$ cat src/rtl/logic_unit_arbiter.sv
// Purpose : round-robin arbiter sharing one registered logical unit among NUM_REQ issue ports.
// Latency : accept in cycle T, response valid from cycle T+3; at least 4 cycles per transaction.
// Backpr. : requests wait in IDLE until granted; RESP holds result until resp_ready of owner.
//
// Ports:
//   clk, rst              clock (rising edge), asynchronous active-low reset
//   req_valid/req_ready   per-requester request handshake (ready is one-hot, IDLE only)
//   req_op/req_a/req_b    packed per-requester op (2b) and operands (WIDTH each)
//   resp_valid/resp_ready per-requester response handshake (valid is one-hot to owner)
//   resp_data             result of the current transaction
//   grant_id, busy        current owner index and in-flight indicator
//   lu_op/lu_a/lu_b       latched operation driven to the shared unit
//   lu_out                registered result returned by the shared unit
module logic_unit_arbiter #(
  parameter  int NUM_REQ = 4,
  parameter  int WIDTH   = 16,
  localparam int IDW     = (NUM_REQ > 1) ? $clog2(NUM_REQ) : 1
) (
  input  logic                       clk,
  input  logic                       rst,
  input  logic [NUM_REQ-1:0]         req_valid,
  output logic [NUM_REQ-1:0]         req_ready,
  input  logic [2*NUM_REQ-1:0]       req_op,
  input  logic [WIDTH*NUM_REQ-1:0]   req_a,
  input  logic [WIDTH*NUM_REQ-1:0]   req_b,
  output logic [NUM_REQ-1:0]         resp_valid,
  input  logic [NUM_REQ-1:0]         resp_ready,
  output logic [WIDTH-1:0]           resp_data,
  output logic [IDW-1:0]             grant_id,
  output logic                       busy,
  output logic [1:0]                 lu_op,
  output logic [WIDTH-1:0]           lu_a,
  output logic [WIDTH-1:0]           lu_b,
  input  logic [WIDTH-1:0]           lu_out
);

  typedef enum logic [1:0] {
    S_IDLE  = 2'd0,
    S_ISSUE = 2'd1,
    S_WAIT  = 2'd2,
    S_RESP  = 2'd3
  } state_t;

  state_t           state_q;
  logic [IDW-1:0]   rr_ptr_q;
  logic [IDW-1:0]   rr_ptr_d;
  logic [IDW-1:0]   grant_id_q;
  logic             busy_q;
  logic [1:0]       op_q;
  logic [WIDTH-1:0] a_q;
  logic [WIDTH-1:0] b_q;
  logic [WIDTH-1:0] result_q;

  // Unpacked views of the packed request buses so the winner can index them.
  logic [1:0]       op_arr [NUM_REQ];
  logic [WIDTH-1:0] a_arr  [NUM_REQ];
  logic [WIDTH-1:0] b_arr  [NUM_REQ];

  always_comb begin
    for (int i = 0; i < NUM_REQ; i++) begin
      op_arr[i] = req_op[2*i +: 2];
      a_arr[i]  = req_a[WIDTH*i +: WIDTH];
      b_arr[i]  = req_b[WIDTH*i +: WIDTH];
    end
  end

  // Round-robin search: first valid requester at or after rr_ptr, wrapping to 0.
  logic           found;
  logic [IDW-1:0] winner;
  logic [IDW-1:0] cand_id;
  int             cand;

  always_comb begin
    found   = 1'b0;
    winner  = '0;
    cand    = 0;
    cand_id = '0;
    for (int k = 0; k < NUM_REQ; k++) begin
      cand = int'(rr_ptr_q) + k;
      if (cand >= NUM_REQ) cand = cand - NUM_REQ;
      cand_id = IDW'(cand);
      if (!found && req_valid[cand_id]) begin
        found  = 1'b1;
        winner = cand_id;
      end
    end
  end

  assign rr_ptr_d = (winner == IDW'(NUM_REQ-1)) ? '0 : winner + 1'b1;

  // req_ready is gated by rst so nothing is offered while reset is asserted.
  always_comb begin
    req_ready = '0;
    if (rst && state_q == S_IDLE && found) req_ready[winner] = 1'b1;
  end

  always_comb begin
    resp_valid = '0;
    if (state_q == S_RESP) resp_valid[grant_id_q] = 1'b1;
  end

  always_ff @(posedge clk or negedge rst) begin
    if (!rst) begin
      state_q    <= S_IDLE;
      rr_ptr_q   <= '0;
      grant_id_q <= '0;
      busy_q     <= 1'b0;
      op_q       <= '0;
      a_q        <= '0;
      b_q        <= '0;
      result_q   <= '0;
    end else begin
      case (state_q)
        S_IDLE: begin
          if (found) begin
            op_q       <= op_arr[winner];
            a_q        <= a_arr[winner];
            b_q        <= b_arr[winner];
            grant_id_q <= winner;
            rr_ptr_q   <= rr_ptr_d;
            busy_q     <= 1'b1;
            state_q    <= S_ISSUE;
          end
        end
        // Operands are already on lu_*; the unit captures them at this edge.
        S_ISSUE: state_q <= S_WAIT;
        S_WAIT: begin
          result_q <= lu_out;
          state_q  <= S_RESP;
        end
        S_RESP: begin
          if (resp_ready[grant_id_q]) begin
            busy_q  <= 1'b0;
            state_q <= S_IDLE;
          end
        end
        default: state_q <= S_IDLE;
      endcase
    end
  end

  assign resp_data = result_q;
  assign grant_id  = grant_id_q;
  assign busy      = busy_q;
  assign lu_op     = op_q;
  assign lu_a      = a_q;
  assign lu_b      = b_q;

endmodule

$ cat config.mk
export PLATFORM = sky130hd
export DESIGN_NAME = logic_unit_arbiter
export DESIGN_NICKNAME = d
export VERILOG_FILES = /design/src/rtl/logic_unit_arbiter.sv
export SDC_FILE = /design/constraint.sdc
export NUM_CORES = 1
export LEC_CHECK = 0
export ABC_AREA = 1
export BUFFER_PORTS_ARGS = -buffer_cell sky130_fd_sc_hd__buf_2
export CORE_ASPECT_RATIO = 0.7
export CORE_UTILIZATION = 43
export CTS_BUF_LIST = sky130_fd_sc_hd__clkbuf_2
export CTS_CLUSTER_DIAMETER = 60
export DETAILED_ROUTE_END_ITERATION = 16
export PLACE_DENSITY = 0.9
export SLEW_MARGIN = 5
export SYNTH_ARGS = -nofsm -noshare
export SYNTH_HDL_FRONTEND = slang
export SYNTH_SLANG_ARGS = --single-unit
export TNS_END_PERCENT = 100
$ cat constraint.sdc
create_clock -name clk -period 2.03 [get_ports clk]
set_clock_uncertainty 0.05 [all_clocks]
set_input_delay 0.406 -clock clk [delete_from_list [all_inputs] [get_ports clk]]
set_output_delay 0.406 -clock clk [all_outputs]
set_load 0.02 [all_outputs]
=== After elaboration in Yosys (flattened, before gate mapping) ===
Cells that the tools add are included.

* Register bits after elaboration: 57
* Input bits: 162
* Output and inout port bits: 61
* Word-level logic and storage cells: 95

* $add $sub $neg: 8
* $lt $le $gt $ge: 13
* Equality and inequality tests: 6
* Mux-type cells: 44
* Bitwise logic cells: 1
* Reductions and logical operators: 15

{| class="wikitable"
|+ Operators by type and width
! kind !! number
|-
| 16-bit binary-select mux with 2-bit select || 2
|-
| 16-bit two-way mux || 4
|-
| 2-bit two-way mux || 13
|-
| 2-bit by 3-bit < comparator with 1-bit output, second input constant || 6
|-
| 1-bit two-way mux || 13
|-
| 3-bit greater-or-equal comparator, second input constant || 4
|-
| 1-bit binary-select mux with 2-bit select || 5
|-
| 4-bit two-way mux || 2
|-
| 2-bit case mux with 4 select lines || 1
|-
| 2-bit by 1-bit subtractor with 2-bit output, second input constant || 4
|-
| 1-bit logical AND || 7
|-
| 2-bit by 2-bit adder with 3-bit output, second input constant || 2
|-
| 2-bit equality test, second input constant || 3
|-
| 2-bit binary-select mux with 2-bit select || 1
|-
| 1-bit demux with 2-bit select || 2
|-
| 2-bit by 1-bit greater-or-equal comparator with 1-bit output, second input constant || 2
|-
| 2-bit AND reduction || 2
|-
| 2-bit by 1-bit adder with 3-bit output, second input constant || 1
|-
| 2-bit by 3-bit greater-or-equal comparator with 1-bit output, second input constant || 1
|-
| 1-bit zero test || 3
|-
| 2-bit NOT with 3-bit output || 1
|-
| 3-bit AND reduction || 1
|-
| 2-bit by 1-bit adder with 2-bit output, second input constant || 1
|-
| 2-bit by 1-bit equality test with 1-bit output, second input constant || 1
|-
| other kinds (5) || 5
|}

=== Depth between registers and ports, before layout ===
* Depth after elaboration: 19
* Gate-level depth with buffers: 17
* Depth with buffers taken out: 15

=== Worst setup path before layout ===
No wires, ideal clock.

* Kind: reg-to-output
* Start: reg rr_ptr_q[0]
* End: out req_ready[0]
* Arrival: 1945 ps
* Required time: 1574 ps
* Path slack: -371 ps
* Stages on the path, launching flop included: 14
* Buffers on the path: 2
* Path through: dfrtp_1 buf_6 inv_6 nand2_1 nand2_1 nand2_1 nand2_2 nor2_4 nand3_4 nand2_2 inv_2 buf_2 nand2_1 nor3_1

* Longest elaborated chain between the ends: 19
* Elaborated cells between the ends (all ways): 44
* Classes of those cells: add/sub: 7; order compare: 6; mux: 23; reduce/logical: 8

{| class="wikitable"
|+ RTL lines
! item !! RTL line !! source
|-
| start, declared || 45 || <nowiki>logic [IDW-1:0] rr_ptr_q;</nowiki>
|-
| start signal, assigned || 120 || <nowiki>rr_ptr_q <= rr_ptr_d;</nowiki>
|-
| parallel branches: the longest is 18 deep, another holds 2-bit by 1-bit adder with 3-bit output || -- ||
|-
| 4-bit two-way mux (*) || 94 || <nowiki>if (rst && state_q == S_IDLE && found) req_ready[winner] = 1'b1;</nowiki>
|-
| end, declared || 22 || <nowiki>output logic [NUM_REQ-1:0] req_ready,</nowiki>
|}

Mark *: on every way between the ends. The select of a mux whose other input is x is not followed.

=== Worst setup path in the final report ===
* Start: reg rr_ptr_q[0]
* End: out req_ready[3]

The elaborated chain is that of the path after synthesis.

==> impl_metrics.yaml <==
clock_tree:
  clock_sink_count: 57
  max_clock_buf_depth: 2
  cts_root_buffer: "clkbuf_2"
  ctsHtreeMaxLevel: 3
  insertion_delay_ns: 0.51
  path_clk_slew_ns: 0.19
  cts_tree: "built"
  cts_made_buffers: 9
logic_synthesis:
  post-synth-top-area-fraction: 0.326
  postSynthAreaPerCell_um2: 6.57
  synth_seq_area_share: 0.326
  postSynth.asyncResetShare: 1.00
  synth_nets: 835
  synth-main-ff-cell: "dfrtp_1"
  synth.cells.most_frequent: "nand2_1 (309), inv_1 (83), nand4_1 (69)"
  yosysUniqueCellTypes: 28
  synth_area_leaders: "dfrtp_1 (33%), nand2_1 (26%), nand4_1 (9.9%), inv_1 (7.1%), mux2_2 (4.1%)"
  mappedNetlistArea_mm2: 0.00438
  yosysWarningCount: 0
  number_of_synthesized_flops_with_an_enable_pin: 0
  post-synth-top-count-cell: "nand2_1"
  synth-seq-cells: 57
  syn_inst: 667
  synth_area_leader_cell: "dfrtp_1"
global_route:
  grt_max_usage_layer: "met2"
  first_global_vias: 4845
  globalRouteMet1Util: 0.357
  grtUsageMet3: 0.0743
  grt.total_usage: 0.281
  groute.layer.met2.usage: 0.460
  grt_overflow: 0
  grt_first_pass_wirelength_mm: 23.0
  grt_max_degree: 58
  number_of_antenna_violations_at_the_first_check_in_global_routing: 0
power_and_ir_drop:
  share_seq_of_total_power: 0.152
  total_switching_power_uw: 7360
  power.ir.vdd_worst_uv: 1140
  share_clk_of_total_power: 0.046
  cellPowerDensity_mw_per_mm2: 2120
  p_leak_uw: 0.00383
  power.internal_uw: 6360
  power.share.switching: 0.537
  combinationalPowerShare: 0.802
cells_and_area:
  diodes: 0
  finalInstanceArea_mm2: 0.00647
  layout.nets: 1081
  fillerInstances: 828
  drive_above_1_share: 0.429
  syn2layout_area_growth_pct: 47.6
floorplan:
  fp.dieW_um: 123
  placeableCoreArea_mm2: 0.00980
  row_count: 30
  ioPinCount: 223
  initial_utilization: 0.447
  floorplan.die_area_mm2: 0.0106
  die-height_um: 86.4
placement:
  dp_slack_ns: -0.284
  gp_congestion: 0.883
  dpl-instance-area_mm2: 0.00575
  place_hpwl_mm: 10.0
  port_buffers: 222
sta:
  worst_slew_margin_rel: 0.512
  fin_crit_share: 1.38
  whs_ns: 0.0639
  final_setup_violating_endpoints: 43
  finalHoldViolCount: 0
  slew_viol_final: 0
  final_critical_delay_including_setup_and_external_delays_ns: 2.79
  worst-slew-pin-transition_ns: 0.733
  layout_setup_ws_ns: -0.765
  maxClockFrequency_ghz: 0.358
  rsz_0062_raised_after_global_routing: "yes"
hold_path:
  hold_path.class: "primary input to flop"
setup_path:
  setup.worst_path.class: "flop to output pin"
  end_kind: "output pin"
  crit_fanout: 5
  timing.critical_path.arrival_ns: 2.34
  worst-endpoint-required_ns: 1.57
  worst_setup_sp_type: "flop"
drt:
  first_pass_drt_iterations: 5
  detail_route.wl_per_cell_um: 14.7
  drtAntennaViolNets: 0
  wl_mm: 15.4
  vias_post_dr: 5364
  detail_route.iter0.violations: 351
  remaining_drc_errors: 0
  routed_via_density: 5.13
job:
  maxCapViolCount: 0
run_status:
  status: "finished, violations left"
  failing_checks: "setup timing"
## registers in the layout, indices dropped and copies added (netlist names)
register   flops
lu_a          16
lu_b          16
resp_data     16
grant_id       2
lu_op          2
rr_ptr_q       2
state_q        2
busy           1
## through the flow
stage | TNS (ns) | total power [uW] | util | std cells
final | -9.86 | 13700 | 0.660 | 1046
after detailed placement | -9.64 | 11300 | 0.587 | 1004
after global routing | -16.12 | 14900 | 0.660 | 1046
after CTS | -9.00 | 12700 | 0.624 | 1032
after global placement | -7.37 | 11100 | 0.587 | 1004
after floorplan | -0.258 | 8950 | - | 667
## cells by family (layout without fill, tap and decap cells)
kind of cell / Yosys count / after routing / synth area share
AND/OR/NAND/NOR: 442 / 442 / 0.459
buffers and inverters: 134 / 385 / 0.142
flip-flops: 57 / 57 / 0.326
multiplexers: 16 / 16 / 0.0411
AO/OA/AOI/OAI: 12 / 12 / 0.0151
adder cells (fa/ha/maj): 6 / 6 / 0.0171
## placed cells by master (no fill, tap or decap), types with 2 or more instances in the layout
| master | n |
|---|---|
| buf_12 | 6 |
| buf_2 | 215 |
| buf_4 | 32 |
| buf_6 | 16 |
| buf_8 | 2 |
| clkbuf_16 | 4 |
| clkbuf_2 | 10 |
| clkinv_2 | 3 |
| dfrtp_1 | 53 |
| dfrtp_2 | 4 |
| dlygate4sd3_1 | 4 |
| ha_1 | 3 |
| ha_4 | 3 |
| inv_1 | 78 |
| inv_2 | 6 |
| inv_4 | 2 |
| inv_8 | 2 |
| mux2_2 | 16 |
| nand2_1 | 280 |
| nand2_2 | 29 |
| nand2_4 | 6 |
| nand2_8 | 2 |
| nand3_1 | 28 |
| nand3_2 | 13 |
| nand3_4 | 3 |
| nand4_1 | 69 |
| nor2_4 | 4 |
| nor3_2 | 4 |
| nor3_4 | 2 |
| o21ai_0 | 2 |
| o21ai_1 | 2 |
| o21ai_2 | 2 |
| o21ai_4 | 2 |
## final timing paths
| kind | startpoint | end | slack [ns] | cells past startpoint |
|---|---|---|---|---|
| hold / removal | lu_out[5] | resp_data[5]$_DFFE_PN0P_ | 0.06 | 2 |
| hold reg to reg | lu_a[4]$_DFFE_PN0P_ | lu_a[4]$_DFFE_PN0P_ | 0.44 | 2 |
| max in group asynchronous | rst | rr_ptr_q[0]$_DFFE_PN0P_ | 1.27 | 2 |
| setup / recovery | rr_ptr_q[0]$_DFFE_PN0P_ | req_ready[3] | -0.76 | 14 |
| min in group asynchronous | rst | busy$_DFFE_PN0P_ | 0.14 | 2 |
| setup reg to reg | rr_ptr_q[0]$_DFFE_PN0P_ | lu_b[2]$_DFFE_PN0P_ | -0.23 | 17 |
## layout make-up
cell class              count  area (um^2)  share of cell area
clock buffers              10         50.0             0.00774
clock inverters             6         35.0             0.00542
inverters                  89          359              0.0555
multi-input cells         476         2620               0.405
flip-flops and latches     57         1430               0.221
well taps                 128          160              0.0248
repair buffers            280         1810               0.281
## worst max-delay path: stages (launching register included)
cell	delay, ns
dfrtp_2	0.51
buf_6	0.16
nand2_2	0.05
nand2_2	0.05
nand2_2	0.09
nand2_2	0.08
nor2_4	0.12
buf_6	0.11
nand3_4	0.09
nand3_4	0.16
inv_6	0.05
ha_4	0.15
inv_2	0.05
nor2_4	0.03
buf_6	0.12
## power by group through the flow
stage | Combinational (uW) | Sequential (uW) | Clock [uW]
floorplan | 6300 | 2640 | 0
global placement | 9010 | 2050 | 0
detailed placement | 9210 | 2070 | 0
CTS | 10000 | 2060 | 659
global route | 12100 | 2150 | 708
finish | 11000 | 2080 | 631
## what timing repair did
item | in CTS | in global routing
setup buffers | 12 | 9
pin swaps | 20 | 17
cloned | 1 | 4
hold buffers | 0 | 4
resized for setup | 51 | 51
setup endpoints to repair | 48 | 48
hold endpoints to repair | 0 | 4
## routing by layer
| metal | part of all wire | vias to the layer above |
|---|---|---|
| li1 | - | 2604 |
| met1 | 0.42 | 2434 |
| met2 | 0.46 | 283 |
| met3 | 0.094 | 43 |
| met4 | 0.030 | 0 |
| met5 | 0 | - |
(Power assumes the default switching activity.)
